--- src/rtl/mem_port_arbiter_if.sv ---
// Two cache-controller request ports, the shared memory port and arbiter status.
// master = arbiter side, slave = requesters plus memory.
interface mem_port_arbiter_if #(
  parameter int ADDR_W = 32,
  parameter int LINE_W = 256
);
  logic              req0_read;
  logic              req0_write;
  logic [ADDR_W-1:0] req0_addr;
  logic [LINE_W-1:0] req0_wdata;
  logic [LINE_W-1:0] req0_rdata;
  logic              req0_resp;

  logic              req1_read;
  logic              req1_write;
  logic [ADDR_W-1:0] req1_addr;
  logic [LINE_W-1:0] req1_wdata;
  logic [LINE_W-1:0] req1_rdata;
  logic              req1_resp;

  logic              mem_read;
  logic              mem_write;
  logic [ADDR_W-1:0] mem_addr;
  logic [LINE_W-1:0] mem_wdata;
  logic [LINE_W-1:0] mem_rdata;
  logic              mem_resp;

  logic              owner;
  logic              busy;
  logic              protocol_err;

  modport master (
    input  req0_read, req0_write, req0_addr, req0_wdata,
    output req0_rdata, req0_resp,
    input  req1_read, req1_write, req1_addr, req1_wdata,
    output req1_rdata, req1_resp,
    output mem_read, mem_write, mem_addr, mem_wdata,
    input  mem_rdata, mem_resp,
    output owner, busy, protocol_err
  );

  modport slave (
    output req0_read, req0_write, req0_addr, req0_wdata,
    input  req0_rdata, req0_resp,
    output req1_read, req1_write, req1_addr, req1_wdata,
    input  req1_rdata, req1_resp,
    input  mem_read, mem_write, mem_addr, mem_wdata,
    output mem_rdata, mem_resp,
    input  owner, busy, protocol_err
  );
endinterface

--- src/rtl/mem_port_arbiter.sv ---
// Shares one line-wide memory port between two level-held requesters; grant->strobe 1 cycle, mem_resp->reqN_resp 1 cycle.
// Requests are held by the requester until resp; define MEM_ARB_ROUND_ROBIN_EN for round-robin contention (else port 0 wins).
module mem_port_arbiter #(
  parameter int ADDR_W = 32,
  parameter int LINE_W = 256
) (
  input  logic               clk,
  input  logic               rst,
  mem_port_arbiter_if.master bus
);

  typedef enum logic [1:0] {
    S_IDLE  = 2'd0,
    S_ISSUE = 2'd1,
    S_DONE  = 2'd2
  } state_t;

  state_t            r_state;
  state_t            w_next;

  logic              r_owner;
  logic              r_busy;
  logic              r_perr;
  logic              r_mem_read;
  logic              r_mem_write;
  logic              r_resp0;
  logic              r_resp1;
  logic [ADDR_W-1:0] r_addr;
  logic [LINE_W-1:0] r_wdata;
  logic [LINE_W-1:0] r_rdata;

  logic              w_req0;
  logic              w_req1;
  logic              w_win;
  logic              w_grant;
  logic              w_complete;
  logic              w_stray;
  logic              w_dual;
  logic              w_sel_write;
  logic [ADDR_W-1:0] w_sel_addr;
  logic [LINE_W-1:0] w_sel_wdata;

  assign w_req0 = bus.req0_read | bus.req0_write;
  assign w_req1 = bus.req1_read | bus.req1_write;

`ifdef MEM_ARB_ROUND_ROBIN_EN
  logic r_last;

  // Pointer starts at 0 so port 1 takes the first contention after reset.
  assign w_win = (w_req0 & w_req1) ? ~r_last : w_req1;

  always_ff @(posedge clk or negedge rst) begin
    if (!rst) begin
      r_last <= 1'b0;
    end else if (w_grant) begin
      r_last <= w_win;
    end
  end
`else
  assign w_win = w_req1 & ~w_req0;
`endif

  // Read+write together on the winner is issued as a write.
  assign w_sel_write = w_win ? bus.req1_write : bus.req0_write;
  assign w_sel_addr  = w_win ? bus.req1_addr  : bus.req0_addr;
  assign w_sel_wdata = w_win ? bus.req1_wdata : bus.req0_wdata;
  assign w_dual      = w_win ? (bus.req1_read & bus.req1_write)
                             : (bus.req0_read & bus.req0_write);

  always_ff @(posedge clk or negedge rst) begin
    if (!rst) begin
      r_state <= S_IDLE;
    end else begin
      r_state <= w_next;
    end
  end

  always_comb begin
    w_next     = r_state;
    w_grant    = 1'b0;
    w_complete = 1'b0;
    w_stray    = bus.mem_resp;
    case (r_state)
      S_IDLE: begin
        if (w_req0 | w_req1) begin
          w_grant = 1'b1;
          w_next  = S_ISSUE;
        end
      end
      S_ISSUE: begin
        w_stray = 1'b0;
        if (bus.mem_resp) begin
          w_complete = 1'b1;
          w_next     = S_DONE;
        end
      end
      S_DONE: begin
        w_next = S_IDLE;
      end
      default: begin
        w_next = S_IDLE;
      end
    endcase
  end

  always_ff @(posedge clk or negedge rst) begin
    if (!rst) begin
      r_owner     <= 1'b0;
      r_busy      <= 1'b0;
      r_perr      <= 1'b0;
      r_mem_read  <= 1'b0;
      r_mem_write <= 1'b0;
      r_resp0     <= 1'b0;
      r_resp1     <= 1'b0;
      r_addr      <= '0;
      r_wdata     <= '0;
      r_rdata     <= '0;
    end else begin
      r_perr  <= (w_grant & w_dual) | w_stray;
      r_resp0 <= 1'b0;
      r_resp1 <= 1'b0;
      if (w_grant) begin
        r_owner     <= w_win;
        r_addr      <= w_sel_addr;
        r_wdata     <= w_sel_wdata;
        r_mem_write <= w_sel_write;
        r_mem_read  <= ~w_sel_write;
        r_busy      <= 1'b1;
      end
      if (w_complete) begin
        r_rdata     <= bus.mem_rdata;
        r_mem_read  <= 1'b0;
        r_mem_write <= 1'b0;
        r_resp0     <= ~r_owner;
        r_resp1     <= r_owner;
      end
      if (r_state == S_DONE) begin
        r_busy <= 1'b0;
      end
    end
  end

  assign bus.mem_read     = r_mem_read;
  assign bus.mem_write    = r_mem_write;
  assign bus.mem_addr     = r_addr;
  assign bus.mem_wdata    = r_wdata;
  assign bus.req0_resp    = r_resp0;
  assign bus.req1_resp    = r_resp1;
  assign bus.req0_rdata   = r_resp0 ? r_rdata : '0;
  assign bus.req1_rdata   = r_resp1 ? r_rdata : '0;
  assign bus.owner        = r_owner;
  assign bus.busy         = r_busy;
  assign bus.protocol_err = r_perr;

endmodule

--- src/flat_wrapper.sv ---
// flat-port wrapper written by rule: the top's interface ports become plain ports
module mem_port_arbiter_flat 
#(
  parameter int ADDR_W = 32,
  parameter int LINE_W = 256
)
  (clk, rst, bus_req0_read, bus_req0_write, bus_req0_addr, bus_req0_wdata, bus_req0_rdata, bus_req0_resp, bus_req1_read, bus_req1_write, bus_req1_addr, bus_req1_wdata, bus_req1_rdata, bus_req1_resp, bus_mem_read, bus_mem_write, bus_mem_addr, bus_mem_wdata, bus_mem_rdata, bus_mem_resp, bus_owner, bus_busy, bus_protocol_err);
  mem_port_arbiter_if #(.ADDR_W(ADDR_W), .LINE_W(LINE_W)) bus_i ();
  input  logic clk;
  input  logic rst;
  input wire logic [$bits(bus_i.req0_read)-1:0] bus_req0_read;
  input wire logic [$bits(bus_i.req0_write)-1:0] bus_req0_write;
  input wire logic [$bits(bus_i.req0_addr)-1:0] bus_req0_addr;
  input wire logic [$bits(bus_i.req0_wdata)-1:0] bus_req0_wdata;
  output wire logic [$bits(bus_i.req0_rdata)-1:0] bus_req0_rdata;
  output wire logic [$bits(bus_i.req0_resp)-1:0] bus_req0_resp;
  input wire logic [$bits(bus_i.req1_read)-1:0] bus_req1_read;
  input wire logic [$bits(bus_i.req1_write)-1:0] bus_req1_write;
  input wire logic [$bits(bus_i.req1_addr)-1:0] bus_req1_addr;
  input wire logic [$bits(bus_i.req1_wdata)-1:0] bus_req1_wdata;
  output wire logic [$bits(bus_i.req1_rdata)-1:0] bus_req1_rdata;
  output wire logic [$bits(bus_i.req1_resp)-1:0] bus_req1_resp;
  output wire logic [$bits(bus_i.mem_read)-1:0] bus_mem_read;
  output wire logic [$bits(bus_i.mem_write)-1:0] bus_mem_write;
  output wire logic [$bits(bus_i.mem_addr)-1:0] bus_mem_addr;
  output wire logic [$bits(bus_i.mem_wdata)-1:0] bus_mem_wdata;
  input wire logic [$bits(bus_i.mem_rdata)-1:0] bus_mem_rdata;
  input wire logic [$bits(bus_i.mem_resp)-1:0] bus_mem_resp;
  output wire logic [$bits(bus_i.owner)-1:0] bus_owner;
  output wire logic [$bits(bus_i.busy)-1:0] bus_busy;
  output wire logic [$bits(bus_i.protocol_err)-1:0] bus_protocol_err;
  assign bus_i.req0_read = bus_req0_read;
  assign bus_i.req0_write = bus_req0_write;
  assign bus_i.req0_addr = bus_req0_addr;
  assign bus_i.req0_wdata = bus_req0_wdata;
  assign bus_req0_rdata = bus_i.req0_rdata;
  assign bus_req0_resp = bus_i.req0_resp;
  assign bus_i.req1_read = bus_req1_read;
  assign bus_i.req1_write = bus_req1_write;
  assign bus_i.req1_addr = bus_req1_addr;
  assign bus_i.req1_wdata = bus_req1_wdata;
  assign bus_req1_rdata = bus_i.req1_rdata;
  assign bus_req1_resp = bus_i.req1_resp;
  assign bus_mem_read = bus_i.mem_read;
  assign bus_mem_write = bus_i.mem_write;
  assign bus_mem_addr = bus_i.mem_addr;
  assign bus_mem_wdata = bus_i.mem_wdata;
  assign bus_i.mem_rdata = bus_mem_rdata;
  assign bus_i.mem_resp = bus_mem_resp;
  assign bus_owner = bus_i.owner;
  assign bus_busy = bus_i.busy;
  assign bus_protocol_err = bus_i.protocol_err;
  mem_port_arbiter #(.ADDR_W(ADDR_W), .LINE_W(LINE_W)) u_core (.clk(clk), .rst(rst), .bus(bus_i));
endmodule
--- config.mk ---
export PLATFORM = sky130hd
export DESIGN_NAME = mem_port_arbiter_flat
export DESIGN_NICKNAME = d
export VERILOG_FILES = /design/src/rtl/mem_port_arbiter_if.sv /design/src/rtl/mem_port_arbiter.sv /design/src/flat_wrapper.sv
export SDC_FILE = /design/constraint.sdc
export NUM_CORES = 1
export LEC_CHECK = 0
export CORE_AREA = 5 5 641 643
export CTS_BUF_LIST = sky130_fd_sc_hd__clkbuf_4
export DETAILED_ROUTE_END_ITERATION = 7
export DIE_AREA = 0 0 646 648
export SETUP_SLACK_MARGIN = 0.5
export SLEW_MARGIN = 40
export SYNTH_ARGS = -nofsm -noshare
export SYNTH_HDL_FRONTEND = slang
export SYNTH_SLANG_ARGS = --single-unit
--- constraint.sdc ---
create_clock -name clk -period 2 [get_ports clk]
set_clock_uncertainty 0.1 [all_clocks]
set_input_delay 0.6 -clock clk [delete_from_list [all_inputs] [get_ports clk]]
set_output_delay 0.6 -clock clk [all_outputs]
set_load 0.05 [all_outputs]
==> results.txt, run 1 <==
final hold vios = 0
EDFF count, synth = 0
fin crit share = 168%
clock sink count = 553
root buffer cell = clkbuf_4
Cell Area, Synth = 26,200 µm²
Critical Path RT = 1.30 ns
H-tree depth = 4
PnR worst setup slack = -1.36 ns
Crit Path Class = flop to output port
Worst EP arrival = 2.66 ns
hold path endpoint = u_core.bus.mem_wdata[5]
Worst Hold Path Cells = 3
CP max FO = 22
Peak Freq = 0.298 GHz
CTS tree = built
Pwr per Cell Area = 1380 nW/µm²
fin area = 68,500 µm²
status = finished with violations
Die Y-Extent = 648 µm
1st-pass router iterations = 5
Clock Pin Slew Worst Setup and Hold Paths = 0.07 ns
flop2flop setup slack = -0.43 ns
Slew HR = 38.9%
hold path start = bus_req0_wdata[5]
placed inst area = 56,800 µm²
initial core utilization = 6.46%
RSZ-0062 raised after global routing = yes
Worst setup EP type = output port
Worst-Margin Slew = 0.916 ns
CP startpoint kind = flop
initial drt markers = 1,951
first-pass GRT wire length = 378 mm
Fin Hold WS = 0.325 ns
Synth warnings = 0
antenna violations before repair = 237
Final Max Tran Viols = 0
failing checks = setup timing
FP Rows = 234
final core occ = 16.9%
Primary FF master, synth = dfrtp_1
share of synthesized registers carrying an async set or reset = 100%
Global Route Usage Sum = 14.0%
leakage power = 26.2 nW
die area = 419,000 µm²
Final nets = 5,601
drt wl/cell = 29.7 µm
clock buffer depth = 4
total CTS buffers = 178
Syn Nets = 2,975
residual DRC count = 0
final setup violation count = 1,090
max cap viols = 0
GP Congestion = 0.943
reg2reg start = u_core.r_state[0]
P&R area growth vs syn = 162%
most common cell after layout, fill and taps aside = dlygate4sd3_1
R2R cell count = 5
count of cell types in the netlist = 22
Yosys reg bits = 553
Hold Path Class = input port to flop
largest net degree at the start of global routing = 87
vias post-DR = 31,200
Post-Synthesis Cells = 2,136
core box area = 405,000 µm²
PortBufs = 1,645
HPWL after DPL = 267 mm
io pins = 1,646
die width = 646 µm
most frequent cells in the layout = dlygate4sd3_1, clkdlybuf4s50_1, buf_12, dfrtp_1, or3_1
worst r2r dst = u_core.bus.mem_wdata[41]
clock latency on the worst-skew pair = 1.26 ns
post-layout minimum cycle time = 3.36 ns
GR Overflow Total = 0
Total Wirelength = 309 mm
Worst VDD drop = 0.00112 V
proportion of layout cells with a drive suffix above 1 = 42.6%
routed vias/inst = 3.00
setup tns final = -870.16 ns
Final ANT Viol Nets = 0
vias in the first global route = 32,100
Post-Syn Area per Cell = 12.2 µm²
register area share after synthesis = 52.9%
==> registers in the layout, indices dropped and copies added (netlist names) <==
| register | count |
|---|---|
| u_core.r_state | 2 |
| u_core.bus.mem_wdata | 256 |
| u_core.r_rdata | 256 |
| u_core.bus.mem_read | 1 |
| u_core.bus.protocol_err | 1 |
| u_core.bus.req0_resp | 1 |
| u_core.bus.owner | 1 |
| u_core.bus.mem_addr | 32 |
| u_core.bus.busy | 1 |
| u_core.bus.req1_resp | 1 |
| u_core.bus.mem_write | 1 |
==> worst max-delay path, stage by stage (launching register included) <==
cell and delay [ns]:
dfrtp_4 0.49, buf_12 0.17, bufbuf_16 0.38, and2_4 0.15, buf_12 0.14
==> worst max path at each step <==
stage,to,cells past startpoint,from
3_3_place_gp,u_core.bus.mem_addr[3],5,bus_req0_read
6_report,bus_req0_rdata[151],4,u_core.bus.req0_resp
3_5_place_dp,u_core.bus.mem_addr[1],5,bus_req0_read
5_1_grt,bus_req1_rdata[145],5,u_core.bus.req1_resp
2_1_floorplan,bus_req1_rdata[100],3,u_core.bus.req1_resp
4_1_cts,bus_req1_rdata[182],5,u_core.bus.req1_resp
==> synth_stat cells (2+ instances only) <==
library cell,number,share of area (%)
nand2_1,3,0.043
o21ai_0,3,0.057
nor2_1,4,0.057
buf_1,2,0.029
mux2_2,257,11
o221a_1,209,9.0
dfrtp_1,553,53
buf_6,24,1.0
or3_1,288,6.9
buf_2,45,0.86
and2_1,513,12
inv_1,4,0.057
a21oi_1,3,0.057
o221a_2,79,3.4
clkbuf_1,142,2.0
==> per-layer routing <==
| metal | track usage, % | share of wire, % | vias up |
|---|---|---|---|
| li1 | - | - | 13200 |
| met1 | 14.7 | 35 | 15400 |
| met2 | 25.2 | 51 | 1765 |
| met3 | 5.33 | 8.9 | 655 |
| met4 | 5.25 | 4.7 | 168 |
| met5 | 0 | 0.33 | - |
==> where the power goes <==
group          total (mW)  switching, mW  internal (mW)  leakage, nW
Sequential           23.6           6.78           16.8         6.28
Combinational        59.0           32.9           26.2         18.7
Clock                11.8           6.05           5.80         1.25
==> final cells by class <==
cell class	instances	area (µm²)
clock inverters	48	279
clock buffers	241	1810
well taps	5428	6790
inverters	4	15.0
diodes	89	223
multi-input cells	1366	12300
fillers	44600	336000
repair buffers	2659	33300
flip-flops and latches	553	13800
==> cell families (layout without fill, tap and decap cells) <==
| group | count (synthesis) | count (layout) | share of synthesized area, % |
|---|---|---|---|
| and+or+nand+nor | 812 | 812 | 19.4 |
| DFF | 553 | 553 | 52.9 |
| AOI/OAI and AO/OA | 296 | 296 | 12.6 |
| muxes | 258 | 258 | 11.1 |
| buffers and inverters | 217 | 2952 | 4.02 |
| other | 0 | 89 | 0 |
==> metrics by stage <==
step | worst slack (ns) | power (mW) | std cells
CTS | -1.69 | 95.8 | 10300
global placement | -0.994 | 80.3 | 9142
detailed placement | -0.978 | 80.6 | 9142
finish | -1.36 | 94.5 | 10400
floorplan | -0.0511 | 48.9 | 2136
global route | -1.61 | 98.2 | 10400
==> repair_timing <==
item,in CTS,in global routing
resized for setup,97,78
endpoints found under the hold margin,1102,0
cloned,12,12
setup endpoints to repair,1359,1359
setup buffers,6,0
pin swaps,12,1
hold buffers,838,0
No activity file was read; power rests on OpenSTA's default activity.
==> run 2, diff against run 1 <==
--- a/config.mk
+++ b/config.mk
@@ -7,6 +7,7 @@
 export LEC_CHECK = 0
 export CORE_AREA = 5 5 641 643
 export CTS_BUF_LIST = sky130_fd_sc_hd__clkbuf_4
+export CTS_CLUSTER_DIAMETER = 50
 export DETAILED_ROUTE_END_ITERATION = 7
 export DIE_AREA = 0 0 646 648
 export SETUP_SLACK_MARGIN = 0.5
==> run 2 against run 1 <==
First-iteration DRC count increased by 2.7%. The run still ends with setup timing left. Sequential share of layout area decreased by 0.067 points. Total power increased by 0.21%. Cell count increased by 0.17%. Routed wire length increased by 0.22%. Utilization increased by 0.056 points. Combinational power about the same. Sequential power about the same. Non-clock buffer count increased by 6. Cell area increased by 0.33%. Critical path depth unchanged. Highest routed layer unchanged. Die area unchanged. Critical endpoint is now bus_req0_rdata[145].
==> results.txt, run 2 (synthesized netlist as in run 1, its figures left out) <==
initial core utilization = 6.46% (unchanged)
proportion of layout cells with a drive suffix above 1 = 42.7% (+0.050 points)
GR Overflow Total = 0 (unchanged)
Top cell by count, worst path = buf_16
Crit path max-delay family = buffers and inverters
drt wl/cell = 29.7 µm (about the same)
Worst setup EP type = output port
setup tns final = -884.86 ns (-14.70 ns)
placed inst area = 56,800 µm² (unchanged)
dpl ws = -0.978 ns (unchanged)
Global Route Usage Sum = 14.0% (about the same)
crit path buf inv count = 3 (unchanged)
met2 wire length = 157 mm (-0.16%)
GP Congestion = 0.943 (unchanged)
Layout Cells excl Fill = 10,400 (+0.17%)
leakage power = 26.3 nW (+0.35%)
Cells after DPL = 9,142 (unchanged)
post-layout minimum cycle time = 3.40 ns (+0.0427 ns)
H-tree depth = 4 (unchanged)
Clock Pin Slew Worst Setup and Hold Paths = 0.07 ns (about the same)
Peak Freq = 0.294 GHz (-1.3%)
status = finished with violations
Pwr per Cell Area = 1380 nW/µm² (-0.12%)
die width = 646 µm (unchanged)
vias in the first global route = 32,100 (+0.19%)
wl on met1 = 108 mm (-0.42%)
Final ANT Viol Nets = 0 (unchanged)
Fin Hold WS = 0.312 ns (-0.0122 ns)
P&R area growth vs syn = 163%
fin crit share = 170% (+2.1 points)
most common cell after layout, fill and taps aside = dlygate4sd3_1
final setup violation count = 1,092 (+0.18%)
1st-pass router iterations = 5 (unchanged)
clock latency on the worst-skew pair = 1.27 ns (about the same)
total CTS buffers = 181 (+1.7%)
Crit path largest cell delay = 0.50 ns (about the same)
Total Wirelength = 309 mm (+0.22%)
max cap viols = 0 (unchanged)
io pins = 1,646 (unchanged)
DR WL met3 = 28.7 mm (+5.0%)
Max Used Layer = met5
Worst VDD drop = 0.00111 V (-0.16%)
most frequent cells in the layout = dlygate4sd3_1, clkdlybuf4s50_1, buf_12, dfrtp_1, and2_4
Die Y-Extent = 648 µm (unchanged)
RSZ-0062 raised after global routing = yes
routed vias/inst = 3.01 (+0.19%)
# fillers = 44,500 (-0.016%)
Slew HR = 39.0% (+0.084 points)
final hold vios = 0 (unchanged)
first-pass GRT wire length = 377 mm (about the same)
Final Max Tran Viols = 0 (unchanged)
Final nets = 5,610 (+0.16%)
PortBufs = 1,645 (unchanged)
HPWL after DPL = 267 mm (unchanged)
die area = 419,000 µm² (unchanged)
root buffer cell = clkbuf_4
antenna violations before repair = 232 (-2.1%)
largest net degree at the start of global routing = 87 (unchanged)
CP max FO = 24 (+9.1%)
core box area = 405,000 µm² (unchanged)
final core occ = 17.0% (+0.056 points)
FP Rows = 234 (unchanged)
CP startpoint kind = flop
fin area = 68,700 µm² (+0.33%)
Critical Path RT = 1.30 ns (about the same)
Tot Pwr = 94.7 mW (+0.21%)
residual DRC count = 0 (unchanged)
failing checks = setup timing
clock sink count = 553 (unchanged)
clock buffer depth = 4 (unchanged)
CP max stage cell = dfrtp_4
initial drt markers = 2,004 (+2.7%)
Worst-Margin Slew = 0.915 ns (-0.00126 ns)
worst-path cell chain = buf_16 -> buf_16 -> and2_4 -> buf_12
Crit Path Class = flop to output port
PnR worst setup slack = -1.40 ns (-0.0427 ns)
Hold Path Class = input port to flop
CTS tree = built
Worst EP arrival = 2.70 ns (+0.04 ns)
vias post-DR = 31,300 (+0.36%)
## run 2: cell count changes in the layout (fill, tap and decap cells not counted), moves of 2 or more
cell,delta
and2_2,-8
clkinv_1,+4
clkinvlp_4,-2
buf_8,+3
buf_4,-5
buf_16,+5
diode_2,+5
bufbuf_16,-2
clkbuf_16,+4
and2_4,+8
inv_6,+2
clkbuf_4,+2
## run 2: area by class of cell
type	count	area (µm²)	area share, %
Clock inverter	53	287	0.417
Antenna cell	94	235	0.342
Sequential cell	553	13800	20.1
Clock buffer	243	1820	2.65
Timing Repair Buffer	2665	33500	48.7
Multi-Input combinational cell	1366	12300	17.8
Inverter	4	15.0	0.0218
Tap cell	5428	6790	9.88
## run 2: worst register-to-register path: stages, from the launching register on
cell and delay [ns]:
dfrtp_1 0.37, or2_4 0.26, or4_4 0.50, buf_12 0.18
buf_4 0.47, o221a_1 0.27
## run 2: worst paths after layout
kind	cells after the start	slack, ns	to	from
max	4	-1.40	bus_req0_rdata[145]	u_core.bus.req0_resp
min	3	0.31	u_core.bus.mem_wdata[51]	bus_req1_wdata[51]
max reg2reg	5	-0.43	u_core.bus.mem_wdata[185]	u_core.r_state[0]
min reg2reg	1	0.43	u_core.r_rdata[25]	u_core.r_rdata[25]
max in group asynchronous	5	0.42	u_core.r_rdata[8]	rst
min in group asynchronous	4	0.48	u_core.r_rdata[119]	rst
## run 2: what timing repair did
action / 4_1_cts / 5_1_grt
hold endpoints to repair: 1102 / 0
setup buffers: 6 / 0
gates resized for setup: 97 / 103
cloned: 12 / 17
endpoints found under the setup margin: 1359 / 1359
hold buffers: 839 / 0
pin swaps: 12 / 4
## run 2: power breakdown
part / switching (mW) / internal [mW]
logic: 32.9 / 26.3
clock network: 6.13 / 5.75
registers: 6.80 / 16.8
## run 2: layer usage
metal  vias to the layer above  GRT usage [%]
li1                      13300              -
met1                     15400           14.6
met2                      1778           25.2
met3                       672           5.52
met4                       160           5.12
met5                         -              0
